--- src/rtl/mux_nto1_scan.sv ---
// mux_nto1_scan: registered N-to-1 channel multiplexer with manual select and
// automatic round-robin scan.
//
// Ports:
//   clk        clock, all state updates on the rising edge
//   rst        synchronous active-high reset
//   in_bus     N packed channels, channel k = in_bus[k*WIDTH +: WIDTH]
//   sel        manual channel select; scan start channel on scan entry
//   mode       0 = manual select, 1 = round-robin scan
//   en         capture enable; low freezes data path, pointer and dwell count
//   out        registered selected data
//   out_ch     index of the channel currently held in out
//   out_valid  high for each cycle in which out was updated
//   scan_wrap  one-cycle pulse after the scan pointer wraps N-1 -> 0
module mux_nto1_scan #(
  parameter int unsigned WIDTH = 4,
  parameter int unsigned N     = 4,
  parameter int unsigned SEL_W = 2,
  parameter int unsigned DWELL = 4
) (
  input  logic                 clk,
  input  logic                 rst,
  input  logic [N*WIDTH-1:0]   in_bus,
  input  logic [SEL_W-1:0]     sel,
  input  logic                 mode,
  input  logic                 en,
  output logic [WIDTH-1:0]     out,
  output logic [SEL_W-1:0]     out_ch,
  output logic                 out_valid,
  output logic                 scan_wrap
);

  localparam int unsigned CntW = (DWELL > 1) ? $clog2(DWELL) : 1;
  localparam logic [CntW-1:0]  CntMax = CntW'(DWELL - 1);
  localparam logic [SEL_W-1:0] PtrMax = SEL_W'(N - 1);

  typedef enum logic [0:0] {StManual, StScan} state_e;

  state_e             state_q, state_d;
  logic               pend_q, pend_d;
  logic [SEL_W-1:0]   ptr_q, ptr_d;
  logic [CntW-1:0]    cnt_q, cnt_d;
  logic [WIDTH-1:0]   out_q, out_d;
  logic [SEL_W-1:0]   out_ch_q, out_ch_d;
  logic               valid_q, valid_d;
  logic               wrap_q, wrap_d;
  logic               scan_entry;

  logic [WIDTH-1:0]   ch_arr [N];

  for (genvar k = 0; k < N; k++) begin : g_unpack
    assign ch_arr[k] = in_bus[k*WIDTH +: WIDTH];
  end

  // A 0->1 mode change seen while disabled defers the scan load to the next
  // enabled edge; pend_q remembers that such a change is outstanding.
  assign scan_entry = mode && ((state_q == StManual) || pend_q);

  always_comb begin
    state_d  = mode ? StScan : StManual;
    pend_d   = pend_q;
    ptr_d    = ptr_q;
    cnt_d    = cnt_q;
    out_d    = out_q;
    out_ch_d = out_ch_q;
    valid_d  = 1'b0;
    wrap_d   = 1'b0;

    if (!en) begin
      if (mode && (state_q == StManual)) begin
        pend_d = 1'b1;
      end
    end else begin
      pend_d  = 1'b0;
      valid_d = 1'b1;
      if (!mode) begin
        out_d    = ch_arr[sel];
        out_ch_d = sel;
        ptr_d    = '0;
        cnt_d    = '0;
      end else if (scan_entry) begin
        // Entry cycle counts as the first dwell cycle on the start channel.
        ptr_d    = sel;
        cnt_d    = '0;
        out_d    = ch_arr[sel];
        out_ch_d = sel;
      end else begin
        if (cnt_q == CntMax) begin
          cnt_d  = '0;
          ptr_d  = ptr_q + SEL_W'(1);
          wrap_d = (ptr_q == PtrMax);
        end else begin
          cnt_d  = cnt_q + CntW'(1);
        end
        // Output follows the pointer as updated on this edge.
        out_d    = ch_arr[ptr_d];
        out_ch_d = ptr_d;
      end
    end
  end

  always_ff @(posedge clk) begin
    if (rst) begin
      state_q  <= StManual;
      pend_q   <= 1'b0;
      ptr_q    <= '0;
      cnt_q    <= '0;
      out_q    <= '0;
      out_ch_q <= '0;
      valid_q  <= 1'b0;
      wrap_q   <= 1'b0;
    end else begin
      state_q  <= state_d;
      pend_q   <= pend_d;
      ptr_q    <= ptr_d;
      cnt_q    <= cnt_d;
      out_q    <= out_d;
      out_ch_q <= out_ch_d;
      valid_q  <= valid_d;
      wrap_q   <= wrap_d;
    end
  end

  assign out       = out_q;
  assign out_ch    = out_ch_q;
  assign out_valid = valid_q;
  assign scan_wrap = wrap_q;

endmodule

--- config.mk ---
export PLATFORM = sky130hd
export DESIGN_NAME = mux_nto1_scan
export DESIGN_NICKNAME = d
export VERILOG_FILES = /design/src/rtl/mux_nto1_scan.sv
export SDC_FILE = /design/constraint.sdc
export NUM_CORES = 1
export LEC_CHECK = 0
export CORE_ASPECT_RATIO = 1.75
export CORE_MARGIN = 4
export CORE_UTILIZATION = 35
export CTS_CLUSTER_SIZE = 40
export DETAILED_ROUTE_END_ITERATION = 8
export PLACE_DENSITY_LB_ADDON = 0.15
export SLEW_MARGIN = 20
export SYNTH_ARGS = -nofsm -noshare
export SYNTH_HDL_FRONTEND = slang
export SYNTH_SLANG_ARGS = --single-unit
--- constraint.sdc ---
create_clock -name clk -period 3.5 [get_ports clk]
set_clock_uncertainty 0.05 [all_clocks]
set_input_delay 0.525 -clock clk [delete_from_list [all_inputs] [get_ports clk]]
set_output_delay 0.525 -clock clk [all_outputs]
set_load 0.01 [all_outputs]
## Yosys cells after proc, flatten, opt, wreduce, memory -nomap -nowiden

Cells that the tools add are included.

| word-level totals | value |
|---|---|
| output and inout port bits | 8 |
| word-level logic and storage cells | 45 |
| bits of input ports | 22 |
| register bits | 14 |

| cells by class | value |
|---|---|
| bitwise operators | 6 |
| muxes and demuxes | 20 |
| equal/unequal tests | 2 |
| add/subtract/negate cells | 2 |
| order comparisons | 2 |
| reduce and logical (&&, ||, !) cells | 5 |

Operator list:

| kind | count |
|---|---|
| 2-to-1 mux 4 bit | 6 |
| 2-to-1 mux 2 bit | 10 |
| binary-select mux 4 bit (select 2 bit) | 2 |
| greater-or-equal comparator 3 bit, second input constant | 2 |
| inverter 2 -> 3 bit | 2 |
| OR reduction 5 bit | 1 |
| adder 2 x 1 -> 2 bit, second input constant | 2 |
| equality test 2 bit, second input constant | 2 |
| inverter 1 bit | 4 |
| logical AND 1 bit | 2 |
| 2-to-1 mux 1 bit | 2 |
| OR reduction 2 bit | 1 |
| logical OR 1 bit | 1 |

## Longest topological paths before layout

| logic depth | value |
|---|---|
| word-level depth | 12 |
| gate-level depth with buffers | 6 |
| depth with buffers taken out | 5 |

## Worst setup path before layout

OpenSTA, ideal clock, no wires.

| timing | value |
|---|---|
| kind | in2reg |
| start point | in sel[0] |
| end point | reg out_q[3] (netlist: out[3]) |
| data arrival time | 1409 ps |
| setup time | 122 ps |
| slack | 1919 ps |
| required time | 3328 ps |
| path buffers | 1 |
| stages | 3 |
| cell sequence | buf_6 mux4_2 a221o_1 |

| on the way | value |
|---|---|
| longest elaborated chain between the ends | 6 |

Ends and longest elaborated chain:

| what | RTL line | RTL |
|---|---|---|
| start: declaration | 24 | `input logic [SEL_W-1:0] sel,` |
| inverter 2 -> 3 bit (not written as such) * | 77, 85 |  |
| binary-select mux 4 bit (select 2 bit) * | 77, 85 |  |
| 2-to-1 mux 4 bit (not written as such) * (2 in series) | 77, 85 |  |
| 2-to-1 mux 4 bit | 81 | `end else if (scan_entry) begin` |
| 2-to-1 mux 4 bit * | 76 | `if (!mode) begin` |
| end signal: assignment | 117 | `out_q <= out_d;` |
| end: declaration | 43 | `logic [WIDTH-1:0] out_q, out_d;` |

Every way passes the cells marked *; elsewhere a longest branch is shown, timed or not. The select of a mux whose other input is x is not followed.
A chain may end at the register's enable or synchronous reset.

## Worst setup path after layout

Same ends and word-level chain as after synthesis.

==> results.sh <==
export IMPL_status="finished clean"
export IMPL_syn_to_final_growth_pct=33.8
export IMPL_synthesis_area_sq_um=981
export IMPL_cts_tree="built"
export IMPL_synth_top_cell_area_share_pct=28.6
export IMPL_clock_latency_ns=0.25
export IMPL_cap_violations=0
export IMPL_startpoint_type="input pin"
export IMPL_dieArea_sq_um=3750
export IMPL_grt_ovfl_total=0
export IMPL_swShare_pct=24.4
export IMPL_report_final_slew_viol_count=0
export IMPL_grt_max_degree=19
export IMPL_fillCellCount=273
export IMPL_cts_setup_buffers=0
export IMPL_clock_root_buffer="clkbuf_8"
export IMPL_ys_top_cells_by_area="dfxtp_1 29%, mux2i_1 15%, mux4_1 8.0%"
export IMPL_internal_power_w=0.000327
export IMPL_yosys_area_share_adder_pct=2.55
export IMPL_cts_made_buffers=3
export IMPL_die_w_microns=48.0
export IMPL_antenna_found_initial=0
export IMPL_drt_iter0_drc=24
export IMPL_hp_class="reg -> reg"
export IMPL_setup_ws_ns=1.49
export IMPL_crit_path_end_kind="flop"
export IMPL_synthArstFlopShare_pct=0
export IMPL_vias=901
export IMPL_worstSetupPathType="in -> reg"
export IMPL_synth_top_area_cell="dfxtp_1"
export IMPL_ys_seq_area_share_pct=28.6
export IMPL_wl_per_cell_microns=15.9
export IMPL_grt_pass1_wl_mm=4.07
export IMPL_via_per_inst=5.78
export IMPL_synth_ff_latch_count=14
export IMPL_portBuffers=29
export IMPL_hpwl_mm=1.92
export IMPL_yosys_area_share_xor_xnor_pct=0.893
export IMPL_clk_transition_reported_paths_ns=0.06
export IMPL_rsz0062_at_grt="no"
export IMPL_n_antenna_cell=0
export IMPL_synth_top_family_by_area="multiplexers"
export IMPL_post_place_ws_ns=1.23
export IMPL_post_synth_and_or_nand_nor_area_fraction_pct=16.7
export IMPL_finalHoldWorstSlack_ns=0.417
export IMPL_dp_cells=152
export IMPL_ir_drop_mv=0.186
export IMPL_report_final_hold_viol_count=0
export IMPL_postSynthAreaPerCell_sq_um=9.62
export IMPL_setup_violations_final=0
export IMPL_io_pins=30
export IMPL_first_global_vias=907
export IMPL_stdcell_count=156
export IMPL_p_comb_share_pct=23.5
export IMPL_drt_drc_violations_left=0
export IMPL_power_frac_clock_pct=36.7
export IMPL_layout_nets=154
export IMPL_synth_compound_area_share_pct=18.5
export IMPL_ctsHoldBuffers=0
export IMPL_synth_cell_type_count=29
export IMPL_drt_wl_total_mm=2.49
export IMPL_fmax_ghz=0.497
export IMPL_cp_max_fo=6
export IMPL_ys_flop_type="dfxtp_1"
export IMPL_critPathArrivalTime_ns=2.09
export IMPL_synthCells=102
export IMPL_synth_nets=126
export IMPL_drive_gt1_share_pct=5.43
export IMPL_tightest_slew_ns=0.443
export IMPL_cts_sink_count=14
export IMPL_htreeDepth=1
export IMPL_synthMuxAreaShare_pct=26.8
export IMPL_crit_chain="clkdlybuf4s50_1 -> mux4_2 -> a221o_1"
export IMPL_cts_resized_gates=0
export IMPL_dieHeight_microns=78.0
export IMPL_slew_headroom_pct=70.4
export IMPL_postRouteAntennaNets=0
export IMPL_seqPwrFrac_pct=39.8
export IMPL_grt_total_usage_pct=14.6
export IMPL_dr_pass1_iters=3
export IMPL_core_area_sq_um=2690
export IMPL_slowest_delay_ns=0.69
export IMPL_gp_congestion=0.789
export IMPL_fin_util_pct=48.8
export IMPL_clockBufferDepth=2
export IMPL_slowest_stage="clkdlybuf4s50_1"
export IMPL_setup_tns_ns=0
export IMPL_start_util_pct=36.5
export IMPL_min_period_ns=2.01
export IMPL_period_share_pct=57.4
export IMPL_power_density_nw_per_um2=329
export IMPL_p_leak_nw=0.458
export IMPL_synth_warnings=0
export IMPL_rows=25
export IMPL_required_ns=3.58
export IMPL_synth_edf_count=0
export IMPL_p_sw_w=0.000106
cell usage after synthesis, types with 2 or more instances:
library cell  count
a22oi_1           6
mux4_1            3
a21oi_1           7
mux2i_1          15
buf_2             2
buf_6             3
ha_1              2
nand2_1           8
o211ai_1          2
nand3_1           2
o21ai_0           3
nand2b_1          6
nor2_1            4
nand3b_1          2
nor3_1            2
dfxtp_1          14
a32oi_1           3
o2111ai_1         2
nor2b_1           6
power by group through the flow:
stage,combinational [W],clock [W],sequential (W)
2_1_floorplan,0.0000516,0,0.000178
3_3_place_gp,0.0000995,0,0.000176
3_5_place_dp,0.000102,0,0.000176
4_1_cts,0.000102,0.000164,0.000172
5_1_grt,0.000111,0.000174,0.000173
6_report,0.000102,0.000159,0.000172
kinds of logic (layout without fill, tap and decap cells):
family                     after synthesis  in the layout
AOI/OAI and AO/OA                       26             26
xor gates and xnor gates                 1              1
adders and majority gates                2              2
buffers and inverters                    8             35
DFF                                     14             14
muxes                                   20             20
and+or+nand+nor                         31             31
state kept, by name (all words and copies together) (netlist names):
name and count:
out 4, pend_q 1, state_q 1, ptr_q 2, out_ch 2, cnt_q 2
scan_wrap 1, out_valid 1
per-stage QoR:
stage               area [sq um]  power [W]
global placement            1260   0.000275
detailed placement          1260   0.000278
finish                      1310   0.000432
global route                1310   0.000458
CTS                         1310   0.000438
floorplan                    981   0.000230
final cells by class:
type | instances | area (sq um) | share of cell area (%)
clock buffers | 4 | 55.1 | 4.19
inverters | 1 | 3.75 | 0.286
multi-input cells | 80 | 642 | 48.9
flip-flops and latches | 14 | 280 | 21.4
well taps | 27 | 33.8 | 2.57
repair buffers | 30 | 298 | 22.7
final timing paths:
kind | startpoint | end | slack (ns) | cells after the start
hold / removal | out_ch[1]$_SDFFE_PP0P_ | out_ch[1]$_SDFFE_PP0P_ | 0.42 | 2
hold reg to reg | out_ch[1]$_SDFFE_PP0P_ | out_ch[1]$_SDFFE_PP0P_ | 0.42 | 2
setup / recovery | sel[0] | out[3]$_SDFFE_PP0P_ | 1.49 | 3
setup reg to reg | cnt_q[0]$_SDFFE_PP0P_ | out[3]$_SDFFE_PP0P_ | 1.67 | 5
layer usage:
layer  GRT usage [%]  vias to the layer above  share of wire [%]
met5               0                        -                  0
met4            5.93                        0                2.1
met3            3.21                        6                5.0
met2            24.3                       23                 50
met1            16.9                      424                 42
li1                -                      448                  -
placed cells by master (no fill, tap or decap):
| cell type | n |
|---|---|
| mux2i_1 | 15 |
| a22oi_1 | 6 |
| nor3_1 | 2 |
| nand2_1 | 8 |
| nand3b_1 | 2 |
| o211ai_1 | 2 |
| o21ai_0 | 3 |
| nor2_1 | 4 |
| mux2_2 | 1 |
| mux4_1 | 3 |
| nand2b_1 | 6 |
| a32oi_1 | 3 |
| clkdlybuf4s50_1 | 29 |
| dfxtp_1 | 14 |
| a21oi_1 | 7 |
| and3b_1 | 1 |
| xnor2_1 | 1 |
| o2111ai_1 | 2 |
| nor2b_1 | 6 |
| buf_4 | 1 |
| ha_1 | 2 |
| clkbuf_8 | 4 |
| mux4_2 | 1 |
| a221o_1 | 1 |
| nand3_1 | 2 |
| a22o_1 | 1 |
| inv_1 | 1 |
| o2bb2ai_1 | 1 |
worst max-delay path: cells and delay by family:
kind / cells / cell delay, ns
buffers and inverters: 1 / 0.69
muxes: 1 / 0.55
AOI/OAI and AO/OA: 1 / 0.33
(Power assumes the default switching activity.)
